<file path="src/rtl/ringbuffer_sequencer_if.sv">
// Bundle of the command-pop, master-core and response-push signals seen by the sequencer.
// master modport is the sequencer side; slave is the ringbuffer/master-core side.
interface ringbuffer_sequencer_if #(
  parameter int unsigned ADDR_W = 32,
  parameter int unsigned DATA_W = 64
);
  logic                buffer_empty;
  logic                cmd_pop_req;
  logic                cmd_pop_ack;
  logic                cmd_pop_struct_op;
  logic [ADDR_W-1:0]   cmd_pop_struct_address;
  logic [DATA_W-1:0]   cmd_pop_struct_wdata;
  logic [DATA_W/8-1:0] cmd_pop_struct_wstrb;

  logic                mst_start;
  logic                mst_op;
  logic [ADDR_W-1:0]   mst_addr;
  logic [DATA_W-1:0]   mst_wdata;
  logic [DATA_W/8-1:0] mst_wstrb;
  logic                mst_done;
  logic [DATA_W-1:0]   mst_rdata;
  logic [1:0]          mst_status;
  logic                mst_abort;

  logic                resp_push_req;
  logic                resp_push_ack;
  logic                resp_push_struct_op;
  logic [ADDR_W-1:0]   resp_push_struct_address;
  logic [DATA_W-1:0]   resp_push_struct_rdata;
  logic [1:0]          resp_push_struct_status;

  modport master (
    input  buffer_empty, cmd_pop_ack, cmd_pop_struct_op, cmd_pop_struct_address,
           cmd_pop_struct_wdata, cmd_pop_struct_wstrb, mst_done, mst_rdata, mst_status,
           resp_push_ack,
    output cmd_pop_req, mst_start, mst_op, mst_addr, mst_wdata, mst_wstrb, mst_abort,
           resp_push_req, resp_push_struct_op, resp_push_struct_address,
           resp_push_struct_rdata, resp_push_struct_status
  );

  modport slave (
    output buffer_empty, cmd_pop_ack, cmd_pop_struct_op, cmd_pop_struct_address,
           cmd_pop_struct_wdata, cmd_pop_struct_wstrb, mst_done, mst_rdata, mst_status,
           resp_push_ack,
    input  cmd_pop_req, mst_start, mst_op, mst_addr, mst_wdata, mst_wstrb, mst_abort,
           resp_push_req, resp_push_struct_op, resp_push_struct_address,
           resp_push_struct_rdata, resp_push_struct_status
  );
endinterface

</file>
<file path="src/rtl/ringbuffer_sequencer.sv">
// Drains the command ring one command at a time through the master core into the response ring.
// Optional master-done timeout with abort is enabled by defining SEQ_TIMEOUT_EN.
module ringbuffer_sequencer #(
  parameter int unsigned ADDR_W         = 32,
  parameter int unsigned DATA_W         = 64,
  parameter int unsigned TIMEOUT_CYCLES = 1024
) (
  input  logic                   clk,
  input  logic                   reset,
  input  logic                   seq_en,
  ringbuffer_sequencer_if.master bus,
  output logic                   busy,
  output logic [15:0]            cmd_count
);

  typedef enum logic [2:0] {StIdle, StPop, StIssue, StWait, StPush, StRelease} state_e;

  state_e state_q, state_d;

  logic                pop_req_q, pop_req_d;
  logic                start_q, start_d;
  logic                push_req_q, push_req_d;
  logic                busy_q, busy_d;
  logic                abort_q, abort_d;
  logic [15:0]         count_q;
  logic                mst_op_q;
  logic [ADDR_W-1:0]   mst_addr_q;
  logic [DATA_W-1:0]   mst_wdata_q;
  logic [DATA_W/8-1:0] mst_wstrb_q;
  logic                resp_op_q;
  logic [ADDR_W-1:0]   resp_addr_q;
  logic [DATA_W-1:0]   resp_rdata_q;
  logic [1:0]          resp_status_q;
  logic                expired;

`ifdef SEQ_TIMEOUT_EN
  localparam int unsigned CntW = $clog2(TIMEOUT_CYCLES + 1);
  logic [CntW-1:0] tmo_cnt_q;

  // Expiry is the TIMEOUT_CYCLES-th WAIT cycle; the abort flop fires the cycle after.
  assign expired = (state_q == StWait) && (tmo_cnt_q == CntW'(TIMEOUT_CYCLES - 1));

  always_ff @(posedge clk) begin
    if (reset || state_q != StWait) begin
      tmo_cnt_q <= '0;
    end else begin
      tmo_cnt_q <= tmo_cnt_q + CntW'(1);
    end
  end
`else
  assign expired = 1'b0;
`endif

  always_ff @(posedge clk) begin
    if (reset) begin
      state_q <= StIdle;
    end else begin
      state_q <= state_d;
    end
  end

  always_comb begin
    state_d = state_q;
    unique case (state_q)
      StIdle:    if (seq_en && !bus.buffer_empty) state_d = StPop;
      StPop:     if (bus.cmd_pop_ack) state_d = StIssue;
      StIssue:   state_d = StWait;
      StWait:    if (bus.mst_done || expired) state_d = StPush;
      StPush:    if (bus.resp_push_ack) state_d = StRelease;
      StRelease: if (!bus.cmd_pop_ack && !bus.resp_push_ack) state_d = StIdle;
      default:   state_d = StIdle;
    endcase
  end

  // Outputs are decoded from the next state so that every output leaves a flop.
  always_comb begin
    pop_req_d  = (state_d == StPop);
    start_d    = (state_d == StIssue);
    push_req_d = (state_d == StPush);
    busy_d     = (state_d != StIdle);
    abort_d    = expired && !bus.mst_done;
  end

  always_ff @(posedge clk) begin
    if (reset) begin
      pop_req_q     <= 1'b0;
      start_q       <= 1'b0;
      push_req_q    <= 1'b0;
      busy_q        <= 1'b0;
      abort_q       <= 1'b0;
      count_q       <= '0;
      mst_op_q      <= 1'b0;
      mst_addr_q    <= '0;
      mst_wdata_q   <= '0;
      mst_wstrb_q   <= '0;
      resp_op_q     <= 1'b0;
      resp_addr_q   <= '0;
      resp_rdata_q  <= '0;
      resp_status_q <= '0;
    end else begin
      pop_req_q  <= pop_req_d;
      start_q    <= start_d;
      push_req_q <= push_req_d;
      busy_q     <= busy_d;
      abort_q    <= abort_d;
      if (state_q == StPop && bus.cmd_pop_ack) begin
        mst_op_q    <= bus.cmd_pop_struct_op;
        mst_addr_q  <= bus.cmd_pop_struct_address;
        mst_wdata_q <= bus.cmd_pop_struct_wdata;
        mst_wstrb_q <= bus.cmd_pop_struct_wstrb;
      end
      if (state_q == StWait && (bus.mst_done || expired)) begin
        resp_op_q   <= mst_op_q;
        resp_addr_q <= mst_addr_q;
        if (bus.mst_done) begin
          resp_rdata_q  <= mst_op_q ? '0 : bus.mst_rdata;
          resp_status_q <= bus.mst_status;
        end else begin
          resp_rdata_q  <= '0;
          resp_status_q <= 2'b11;
        end
      end
      if (state_q == StPush && bus.resp_push_ack) begin
        count_q <= count_q + 16'd1;
      end
    end
  end

  assign bus.cmd_pop_req              = pop_req_q;
  assign bus.mst_start                = start_q;
  assign bus.mst_op                   = mst_op_q;
  assign bus.mst_addr                 = mst_addr_q;
  assign bus.mst_wdata                = mst_wdata_q;
  assign bus.mst_wstrb                = mst_wstrb_q;
  assign bus.mst_abort                = abort_q;
  assign bus.resp_push_req            = push_req_q;
  assign bus.resp_push_struct_op      = resp_op_q;
  assign bus.resp_push_struct_address = resp_addr_q;
  assign bus.resp_push_struct_rdata   = resp_rdata_q;
  assign bus.resp_push_struct_status  = resp_status_q;
  assign busy                         = busy_q;
  assign cmd_count                    = count_q;

endmodule

</file>
<file path="src/flat_wrapper.sv">
// flat-port wrapper written by rule: the top's interface ports become plain ports
module ringbuffer_sequencer_flat 
#(
  parameter int unsigned ADDR_W         = 32,
  parameter int unsigned DATA_W         = 64,
  parameter int unsigned TIMEOUT_CYCLES = 1024
)
  (clk, reset, seq_en, busy, cmd_count, bus_buffer_empty, bus_cmd_pop_ack, bus_cmd_pop_struct_op, bus_cmd_pop_struct_address, bus_cmd_pop_struct_wdata, bus_cmd_pop_struct_wstrb, bus_mst_done, bus_mst_rdata, bus_mst_status, bus_resp_push_ack, bus_cmd_pop_req, bus_mst_start, bus_mst_op, bus_mst_addr, bus_mst_wdata, bus_mst_wstrb, bus_mst_abort, bus_resp_push_req, bus_resp_push_struct_op, bus_resp_push_struct_address, bus_resp_push_struct_rdata, bus_resp_push_struct_status);
  ringbuffer_sequencer_if #(.ADDR_W(ADDR_W), .DATA_W(DATA_W)) bus_i ();
  input  logic clk;
  input  logic reset;
  input  logic seq_en;
  output logic busy;
  output logic [15:0] cmd_count;
  input wire logic [$bits(bus_i.buffer_empty)-1:0] bus_buffer_empty;
  input wire logic [$bits(bus_i.cmd_pop_ack)-1:0] bus_cmd_pop_ack;
  input wire logic [$bits(bus_i.cmd_pop_struct_op)-1:0] bus_cmd_pop_struct_op;
  input wire logic [$bits(bus_i.cmd_pop_struct_address)-1:0] bus_cmd_pop_struct_address;
  input wire logic [$bits(bus_i.cmd_pop_struct_wdata)-1:0] bus_cmd_pop_struct_wdata;
  input wire logic [$bits(bus_i.cmd_pop_struct_wstrb)-1:0] bus_cmd_pop_struct_wstrb;
  input wire logic [$bits(bus_i.mst_done)-1:0] bus_mst_done;
  input wire logic [$bits(bus_i.mst_rdata)-1:0] bus_mst_rdata;
  input wire logic [$bits(bus_i.mst_status)-1:0] bus_mst_status;
  input wire logic [$bits(bus_i.resp_push_ack)-1:0] bus_resp_push_ack;
  output wire logic [$bits(bus_i.cmd_pop_req)-1:0] bus_cmd_pop_req;
  output wire logic [$bits(bus_i.mst_start)-1:0] bus_mst_start;
  output wire logic [$bits(bus_i.mst_op)-1:0] bus_mst_op;
  output wire logic [$bits(bus_i.mst_addr)-1:0] bus_mst_addr;
  output wire logic [$bits(bus_i.mst_wdata)-1:0] bus_mst_wdata;
  output wire logic [$bits(bus_i.mst_wstrb)-1:0] bus_mst_wstrb;
  output wire logic [$bits(bus_i.mst_abort)-1:0] bus_mst_abort;
  output wire logic [$bits(bus_i.resp_push_req)-1:0] bus_resp_push_req;
  output wire logic [$bits(bus_i.resp_push_struct_op)-1:0] bus_resp_push_struct_op;
  output wire logic [$bits(bus_i.resp_push_struct_address)-1:0] bus_resp_push_struct_address;
  output wire logic [$bits(bus_i.resp_push_struct_rdata)-1:0] bus_resp_push_struct_rdata;
  output wire logic [$bits(bus_i.resp_push_struct_status)-1:0] bus_resp_push_struct_status;
  assign bus_i.buffer_empty = bus_buffer_empty;
  assign bus_i.cmd_pop_ack = bus_cmd_pop_ack;
  assign bus_i.cmd_pop_struct_op = bus_cmd_pop_struct_op;
  assign bus_i.cmd_pop_struct_address = bus_cmd_pop_struct_address;
  assign bus_i.cmd_pop_struct_wdata = bus_cmd_pop_struct_wdata;
  assign bus_i.cmd_pop_struct_wstrb = bus_cmd_pop_struct_wstrb;
  assign bus_i.mst_done = bus_mst_done;
  assign bus_i.mst_rdata = bus_mst_rdata;
  assign bus_i.mst_status = bus_mst_status;
  assign bus_i.resp_push_ack = bus_resp_push_ack;
  assign bus_cmd_pop_req = bus_i.cmd_pop_req;
  assign bus_mst_start = bus_i.mst_start;
  assign bus_mst_op = bus_i.mst_op;
  assign bus_mst_addr = bus_i.mst_addr;
  assign bus_mst_wdata = bus_i.mst_wdata;
  assign bus_mst_wstrb = bus_i.mst_wstrb;
  assign bus_mst_abort = bus_i.mst_abort;
  assign bus_resp_push_req = bus_i.resp_push_req;
  assign bus_resp_push_struct_op = bus_i.resp_push_struct_op;
  assign bus_resp_push_struct_address = bus_i.resp_push_struct_address;
  assign bus_resp_push_struct_rdata = bus_i.resp_push_struct_rdata;
  assign bus_resp_push_struct_status = bus_i.resp_push_struct_status;
  ringbuffer_sequencer #(.ADDR_W(ADDR_W), .DATA_W(DATA_W), .TIMEOUT_CYCLES(TIMEOUT_CYCLES)) u_core (.clk(clk), .reset(reset), .seq_en(seq_en), .bus(bus_i), .busy(busy), .cmd_count(cmd_count));
endmodule
</file>
<file path="config.mk">
export PLATFORM = sky130hd
export DESIGN_NAME = ringbuffer_sequencer_flat
export DESIGN_NICKNAME = d
export VERILOG_FILES = /design/src/rtl/ringbuffer_sequencer_if.sv /design/src/rtl/ringbuffer_sequencer.sv /design/src/flat_wrapper.sv
export SDC_FILE = /design/constraint.sdc
export NUM_CORES = 1
export LEC_CHECK = 0
export CORE_MARGIN = 2
export CORE_UTILIZATION = 35
export CTS_BUF_LIST = sky130_fd_sc_hd__clkbuf_8 sky130_fd_sc_hd__clkbuf_16
export CTS_CLUSTER_DIAMETER = 40
export CTS_CLUSTER_SIZE = 30
export DETAILED_ROUTE_END_ITERATION = 10
export GPL_ROUTABILITY_DRIVEN = 0
export PLACE_DENSITY = 0.71
export SLEW_MARGIN = 20
export SYNTH_ARGS = -nofsm -noshare
export SYNTH_HDL_FRONTEND = slang
export SYNTH_SLANG_ARGS = --single-unit
</file>
<file path="constraint.sdc">
create_clock -name clk -period 2.3 [get_ports clk]
set_clock_uncertainty 0.15 [all_clocks]
set_input_delay 0.23 -clock clk [delete_from_list [all_inputs] [get_ports clk]]
set_output_delay 0.23 -clock clk [all_outputs]
set_load 0.01 [all_outputs]
</file>
==> results.json <==
{
  "status": "finished, final reports clean",
  "synth.most_common_cell": "nand2_1",
  "synth_area_um2": 8220,
  "slew_viol_final": 0,
  "dp_hpwl_mm": 19.0,
  "cp_max_fo": 6,
  "seqCellArea_um2": 4550,
  "post_synth_num_cell_types": 35,
  "hold_violations": 0,
  "cts.clk_slew.worst_paths_ns": 0.06,
  "tns_ns": 0,
  "routed_via_density": 4.69,
  "grt_overflow": 0,
  "drt_iter0_markers": 466,
  "htreeDepth": 2,
  "synth_area_leader_cell": "dfxtp_1",
  "die_h_um": 157,
  "worstPathCellList": "nand4_1 -> or4_4 -> or3_1 -> a21oi_1",
  "grt_max_degree": 107,
  "max_freq_mhz": 505,
  "grt_pass1_wl_mm": 40.1,
  "met1_length_mm": 10.3,
  "ys_ff_latch": 227,
  "arrival_ns": 2.24,
  "synth_common_cells": "nand2_1 (289), dfxtp_1 (227), a21oi_1 (210)",
  "crit_family": "simple AND/OR/NAND/NOR gates",
  "drive_gt1_frac": 0.0599,
  "nNetsFinal": 1573,
  "rsz0062_at_grt": "no",
  "utilization": 0.591,
  "grt_pass1_vias": 7514,
  "min_path_cells": 3,
  "period_share": 0.860,
  "drtAntennaViolNets": 0,
  "hold_class": "in -> reg",
  "cp-end-kind": "flip-flop",
  "power_density_nw_per_um2": 722,
  "synth_edf_count": 0,
  "synth_fp_nets": 1193,
  "die_x_um": 157,
  "yosys-top-cells-area": "dfxtp_1 (55%), nand2_1 (13%), a21oi_1 (13%)",
  "dr.pass1.iters": 4,
  "cts_buffers": 34,
  "wl_met3_mm": 3.06,
  "setup_viol": 0,
  "crit_cells": 4,
  "crit_type": "reg -> reg",
  "synth_area_per_cell_um2": 8.10,
  "cp_slowest_stage_delay_ns": 0.59,
  "wl_met2_mm": 13.1,
  "num_vias": 8144,
  "maxCapViolCount": 0,
  "area_growth_pct": 67.2,
  "fillCellCount": 2077,
  "portBuffers": 401,
  "async_flop_share": 0,
  "start_util": 0.353,
  "period_minus_slack_ns": 1.98,
  "cts_resized": 0,
  "wire_per_inst_um": 15.7,
  "ioPinCount": 403,
  "drt-total-wl_mm": 27.2,
  "design.core.area_um2": 23300,
  "power_leakage_nw": 4.81,
  "rows": 56,
  "synth_top_area_share": 0.553,
  "cts_tree": "yes",
  "synthCells": 1014,
  "clkLatencyLatePin_ns": 0.49,
  "clockBufferDepth": 3,
  "yosysWarnings": 0,
  "critPathLaunchType": "flip-flop",
  "maxUsedRoutingLayer": "met5",
  "clock_sinks": 227,
  "worst_ep_required_time_ns": 2.56,
  "cts_hold_buffers": 1,
  "drc": 0,
  "root_buffer": "clkbuf_16",
  "r2r_cells": 4,
  "antenna_found_initial": 2,
  "postCtsSetupBuffers": 0,
  "yosysSeqAreaShare": 0.553,
  "synthFlopType": "dfxtp_1",
  "multi_input_area_um2": 3350,
  "worst_ir_drop_vdd_mv": 0.568,
  "dieArea_um2": 24700,
  "crit_buf_inv": 0,
  "grt_usage": 0.204,
  "crit_slowest_cell": "or4_4"
}
## worst min-delay path, stage by stage
cell and delay (ns):
clkdlybuf4s50_1 0.39, nand2_1 0.05, a21oi_1 0.05
## layout make-up
type	instances	share of cell area
multi-input combinational	703	0.244
clock buffer	41	0.0714
inverter	3	0.000820
sequential	227	0.331
timing repair buffer	425	0.313
tap	319	0.0291
antenna	1	0.000182
clock inverter	19	0.0108
## power breakdown
| group | leakage (nW) | switching (W) | internal [W] |
|---|---|---|---|
| combinational | 2.38 | 0.000337 | 0.000491 |
| sequential | 1.83 | 0.0000442 | 0.00402 |
| clock | 0.593 | 0.00179 | 0.00324 |
## sequential cells by signal (all words and copies together) (netlist names), 2 cells and up
signal / cells
u_core.bus.resp_push_struct_status: 2
u_core.bus.mst_wdata: 64
u_core.bus.mst_addr: 32
u_core.bus.resp_push_struct_rdata: 64
u_core.bus.mst_wstrb: 8
u_core.state_q: 3
u_core.bus.resp_push_struct_address: 32
u_core.cmd_count: 16
## layer usage
metal / GRT usage / vias up
li1: - / 4092
met1: 0.221 / 3678
met5: 0 / -
met4: 0.0706 / 2
met2: 0.350 / 321
met3: 0.0953 / 51
## cell usage in the layout (no fill, tap or decap), drive strengths merged, types with 2 or more instances in the layout
cell and instances:
clkdlybuf4s50 400, nand2 289, dfxtp 227, a21oi 210, nor2 83, nor3b 65
clkbuf 41, buf 24, inv 12, clkinv 8, xnor2 6, nor2b 5
nand3 5, nand4 5, o21ai 4, nor4 4, xor2 4, and3 4
or3 3, mux2 2, nor3 2, bufinv 2
## per-stage QoR
| step | worst slack, ns | hold WS [ns] | std cells | total power, W | cell area (um^2) |
|---|---|---|---|---|---|
| 4_1_cts | 0.335 | 0.111 | 1737 | 0.0100 | 13700 |
| 5_1_grt | 0.199 | 0.118 | 1737 | 0.0103 | 13700 |
| 6_report | 0.322 | 0.129 | 1738 | 0.00992 | 13700 |
| 3_5_place_dp | 0.106 | 0.296 | 1676 | 0.00497 | 12600 |
| 2_1_floorplan | 0.401 | 0.216 | 1014 | 0.00442 | 8220 |
| 3_3_place_gp | 0.118 | 0.290 | 1676 | 0.00496 | 12600 |
## logic make-up after synthesis
| logic type | Yosys count | share of synthesized area |
|---|---|---|
| adder cells (fa/ha/maj) | 1 | 0.00152 |
| XOR/XNOR | 10 | 0.0107 |
| multiplexers | 2 | 0.00274 |
| flip-flops | 227 | 0.553 |
| other | 1 | 0.000456 |
| AO/OA/AOI/OAI | 218 | 0.135 |
| buffers and inverters | 84 | 0.0404 |
| AND/OR/NAND/NOR | 471 | 0.256 |
## worst paths after layout
path / slack [ns] / startpoint / to
min: 0.13 / bus_cmd_pop_struct_address[30] / u_core.bus.mst_addr[30]
min reg2reg: 0.30 / u_core.bus.mst_wdata[43] / u_core.bus.mst_wdata[43]
max: 0.32 / u_core.cmd_count[4] / u_core.cmd_count[14]
max reg2reg: 0.32 / u_core.cmd_count[4] / u_core.cmd_count[14]
Power figures use the tool's default switching activity.
==> patch 1 (config.mk and constraints unchanged) <==
Put one more register stage on the output `cmd_count`. The value now appears one clock later. The other outputs are not delayed to match.
--- a/src/rtl/ringbuffer_sequencer.sv
+++ b/src/rtl/ringbuffer_sequencer.sv
@@ -140,5 +140,7 @@
   assign bus.resp_push_struct_status  = resp_status_q;
   assign busy                         = busy_q;
-  assign cmd_count                    = count_q;
+  always_ff @(posedge clk) begin
+    cmd_count <= count_q;
+  end
 
 endmodule
Formal check against the unedited RTL: not equivalent (Yosys sat finds a counterexample within 10 cycles, from zero or initial values and one cycle with reset high).
==> patch 1 against the original RTL <==
Cell count rose by 1.3%. Sequential cell count rose by 16. Total power rose by 7.0%. Maximum frequency rose by 1.5%. Sequential power rose by 6.9%. Critical path depth did not move. Routed wire length barely moved. Design area rose by 3.5%. Via count rose by 2.3%. Non-clock buffer count fell by 4. Worst setup slack improved by 30 ps. Synthesized area rose by 4.1%. Critical path type unchanged. Largest cell class unchanged.
==> patch 1: results (changes against the original RTL) <==
finish:
  multi_input_cells: 706  # +0.43%
  fin_util_pct: 58.8  # -0.25 points
  n_all_inverters: 2  # -1
  clockNetworkAreaShare_pct: 8.63  # +0.40 points
  diodes: 0  # -1
  drive_gt1_share_pct: 6.26  # +0.27 points
  seq_area_sq_um: 4870  # +7.0%
  fillers: 2112  # +1.7%
  multi_input_area_sq_um: 3390  # +1.3%
  buffers: 421  # -0.94%
  nNetsFinal: 1589  # +1.0%
  buf_share_pct: 30.4  # -0.91 points
  n_sequential_cell: 243  # +7.0%
placed_design:
  dp.cells: 1695  # +1.1%
  preCtsSetupSlack_ps: 56.8  # -48.7 ps
  place_hpwl_microns: 18700  # -1.3%
  placed_cell_area_sq_um: 13000  # +3.1%
clock_tree:
  cts.clk_slew.worst_paths_ps: 60  # about the same
  postCtsSetupBuffers: 0  # unchanged
  cts_buffers: 36  # +5.9%
setup_path:
  r2r_setup_slack_ps: 350  # +30 ps
  critical_path.max_fanout: 9  # +3
  worstSetupEndpoint: "u_core.count_q[13]$_SDFFE_PP0P_"
  arrival_ps: 2230
  worstSetupStartpoint: "u_core.state_q[2]$_SDFF_PP0_"
yosys:
  yosysWarnings: 0  # unchanged
  syn_avg_cell_area_sq_um: 8.30  # +2.4%
  synth.top_cells.by_count: "nand2_1 (289), dfxtp_1 (243), a21oi_1 (213)"
  async_reset_ff_share_pct: 0  # unchanged
  synthesis.nets: 1209  # +1.3%
  ys_types: 40  # +14%
  seq_area_frac_synth_pct: 56.9  # +1.6 points
  synthTopCellsByArea: "dfxtp_1 (57%), nand2_1 (13%), a21oi_1 (12%)"
detailed_routing:
  wl_microns: 27200  # about the same
  first_pass_iters: 5  # +1
  drt_iter0_markers: 416  # -11%
  drt-vias-per-instance: 4.73  # +0.92%
  routedWlPerCell_microns: 15.5  # -1.3%
grt:
  grt_pass1_wl_microns: 42900  # +7.0%
  track_usage_pct: 20.5  # +0.10 points
  antenna_found_initial: 0  # -2
  grt_start_max_net_pins: 70  # -35%
  grt_overflow: 0  # unchanged
  grt_pass1_vias: 8078  # +7.5%
sta:
  hold_slack_ps: 124  # -5.19 ps
  fin_crit_sh_pct: 84.7  # -1.3 points
worst_hold_path:
  whs_endpoint: "u_core.bus.mst_wdata[25]$_SDFFE_PP0P_"
  hold_depth: 3  # unchanged
  min-delay-start: "bus_cmd_pop_struct_wdata[25]"
pwr:
  leakage_uw: 0.00491  # +2.3%
  ir_drop_uv: 607  # +6.9%
floorplan:
  start_util_pct: 35.4  # +0.041 points
  die_w_microns: 160  # +2.0%
status:
  status: "finished clean"
[patch 1: cells by family (layout without fill, tap and decap cells)]
kind of cell,Yosys count,in the layout,share of synthesized area (%)
mux,1,1,0.117
buf+inv,81,488,3.63
flops,243,243,56.9
simple gates,468,468,24.7
xor+xnor,10,10,1.02
compound gates,225,225,13.4
other cells,1,1,0.0439
fa+ha+maj,1,1,0.146
[patch 1: power by group]
part	leakage, uW	switching (uW)	internal (uW)
Combinational	0.00235	337	492
Clock	0.000601	2010	3440
Sequential	0.00196	45.5	4290
[patch 1: worst max-delay path, stage by stage (launching register included)]
cell	delay, ps
dfxtp_1	470
nand4bb_1	180
or4_4	590
or3_1	330
a21oi_1	160
[patch 1: per-layer routing]
layer  GRT usage (%)  part of all wire (%)
met5               0                     0
met2            35.2                    49
met3            7.35                   8.2
met4            5.98                   2.3
met1            24.2                    41
==> patch 2 (same settings) <==
Without the edit above. `ADDR_W` is set to 32 in 3 places; all go to 64.
--- a/src/rtl/ringbuffer_sequencer_if.sv
+++ b/src/rtl/ringbuffer_sequencer_if.sv
@@ -2,5 +2,5 @@
 // master modport is the sequencer side; slave is the ringbuffer/master-core side.
 interface ringbuffer_sequencer_if #(
-  parameter int unsigned ADDR_W = 32,
+  parameter int unsigned ADDR_W = 64,
   parameter int unsigned DATA_W = 64
 );
--- a/src/rtl/ringbuffer_sequencer.sv
+++ b/src/rtl/ringbuffer_sequencer.sv
@@ -2,5 +2,5 @@
 // Optional master-done timeout with abort is enabled by defining SEQ_TIMEOUT_EN.
 module ringbuffer_sequencer #(
-  parameter int unsigned ADDR_W         = 32,
+  parameter int unsigned ADDR_W         = 64,
   parameter int unsigned DATA_W         = 64,
   parameter int unsigned TIMEOUT_CYCLES = 1024
--- a/src/flat_wrapper.sv
+++ b/src/flat_wrapper.sv
@@ -2,5 +2,5 @@
 module ringbuffer_sequencer_flat 
 #(
-  parameter int unsigned ADDR_W         = 32,
+  parameter int unsigned ADDR_W         = 64,
   parameter int unsigned DATA_W         = 64,
   parameter int unsigned TIMEOUT_CYCLES = 1024
Ports: changed (resized bus_cmd_pop_struct_address, bus_mst_addr and bus_resp_push_struct_address); port bits go from 403 to 499. The function was not compared with the original's and may differ.
==> patch 2 against the original RTL <==
Design area grew 27%. Register-to-register slack improved by 70 ps. Sequential cell count is 64 higher. Synthesized area up 26%. Total power grew 33%. Worst setup slack lost 2.2 ps. Routed wire length grew 34%. Global-route usage rose by 1.8 points. Critical endpoint is now cmd_count[10].
==> patch 2: results (changes against the original RTL) <==
placed_design:
  portBuffers: 497  # +24%
  place_hpwl_microns: 25400  # +34%
  preCtsSetupSlack_ps: 26.9  # -78.6 ps
  dp.cells: 2103  # +25%
  placed_cell_area_sq_um: 15800  # +26%
setup_path:
  arrival_ps: 1600  # -640 ps
  cp_slowest_cell: "clkdlybuf4s50_1"
  critical_path.max_fanout: 7  # +1
  slowest_delay_ps: 610  # +20 ps
  ff2ff_path_depth: 5  # +1
  crit_family: "buffers and inverters"
finish:
  area_growth_pct: 67.8
  fillers: 2523  # +21%
  fin_cells: 2184  # +26%
  drive_gt1_share_pct: 6.30  # +0.30 points
  diodes: 0  # -1
  nNetsFinal: 1971  # +25%
yosys:
  synth.top_cells.by_count: "nand2_1 (483), dfxtp_1 (291), a21oi_1 (276)"
  seq_area_frac_synth_pct: 56.2  # +0.88 points
  ys_types: 37  # +5.7%
  synthTopCellsByArea: "dfxtp_1 (56%), nand2_1 (17%), a21oi_1 (13%)"
  synth_cells: 1291  # +27%
  synthesis.nets: 1502  # +26%
  yosysWarnings: 0  # unchanged
detailed_routing:
  first_pass_iters: 5  # +1
  wl_met1_microns: 14300  # +39%
  met3_wirelength_microns: 3400  # +11%
  wl_met2_microns: 17200  # +32%
  wl_microns: 36600  # +34%
  drt_iter0_markers: 614  # +32%
  topRoutingLayerUsed: "met4"
  drt-vias-per-instance: 4.82  # +2.9%
pwr:
  ir_drop_uv: 545  # -3.9%
  p_switching_uw: 2960  # +37%
  p_per_area_nw_per_um2: 756  # +4.7%
  leakage_uw: 0.00589  # +23%
  pg_seq_uw: 5200  # +28%
clock_tree:
  root_buffer: "clkbuf_16"
  cts.clk_slew.worst_paths_ps: 60  # about the same
  cts_buffers: 44  # +29%
  clk-insertion-delay-late_ps: 530  # +40 ps
grt:
  grt_start_max_net_pins: 97  # -9.3%
  grt_pass1_wl_microns: 55000  # +37%
  track_usage_pct: 22.2  # +1.8 points
  grt_pass1_vias: 9991  # +33%
  antenna_found_initial: 0  # -2
status:
  status: "finished clean"
worst_hold_path:
  hold_depth: 3  # unchanged
[patch 2: cell types whose count changed after synthesis, moves of 6 or more]
cell	before	now
a21oi_1	210	276
nand2_1	289	483
dfxtp_1	227	291
buf_1	8	2
nor2_1	83	17
nor3b_1	65	1
nand3b_1	0	64
clkbuf_1	67	96
[patch 2: cell type report]
cell class / instances / share of cell area, %
clock inverters: 29 / 1.96
well taps: 390 / 2.80
inverters: 3 / 0.0647
multi-input cells: 894 / 23.9
clock buffers: 51 / 6.95
flip-flops and latches: 291 / 33.5
repair buffers: 526 / 30.9
[patch 2: worst paths after layout]
kind / endpoint / start / slack, ps
worst min-delay path: u_core.bus.mst_wdata[7]$_SDFFE_PP0P_ / bus_cmd_pop_struct_wdata[7] / 100
worst max-delay path: cmd_count[10] / u_core.cmd_count[10]$_SDFFE_PP0P_ / 320
worst max register to register: u_core.cmd_count[14]$_SDFFE_PP0P_ / u_core.cmd_count[0]$_SDFFE_PP0P_ / 390
worst min register to register: u_core.bus.resp_push_struct_rdata[42]$_SDFFE_PP0P_ / u_core.bus.resp_push_struct_rdata[42]$_SDFFE_PP0P_ / 300
[patch 2: layer usage]
metal | global-route usage [%] | vias up
met2 | 36.4 | 467
met1 | 26.5 | 4800
li1 | - | 5174
met5 | 0 | -
met4 | 10.2 | 0
met3 | 7.19 | 85
[patch 2: kinds of logic after synthesis]
family                   share of synthesized area [%]
flip-flops                                        56.2
AND/OR/NAND/NOR                                   24.7
buffers and inverters                             3.98
adder cells (fa/ha/maj)                          0.121
other                                           0.0362
AO/OA/AOI/OAI                                     14.1
XOR/XNOR                                         0.845
[patch 2: repair_timing]
action	in CTS	in global routing
hold endpoints to repair	28	0
gates resized for setup	0	0
hold buffers	1	0
endpoints found under the setup margin	0	0
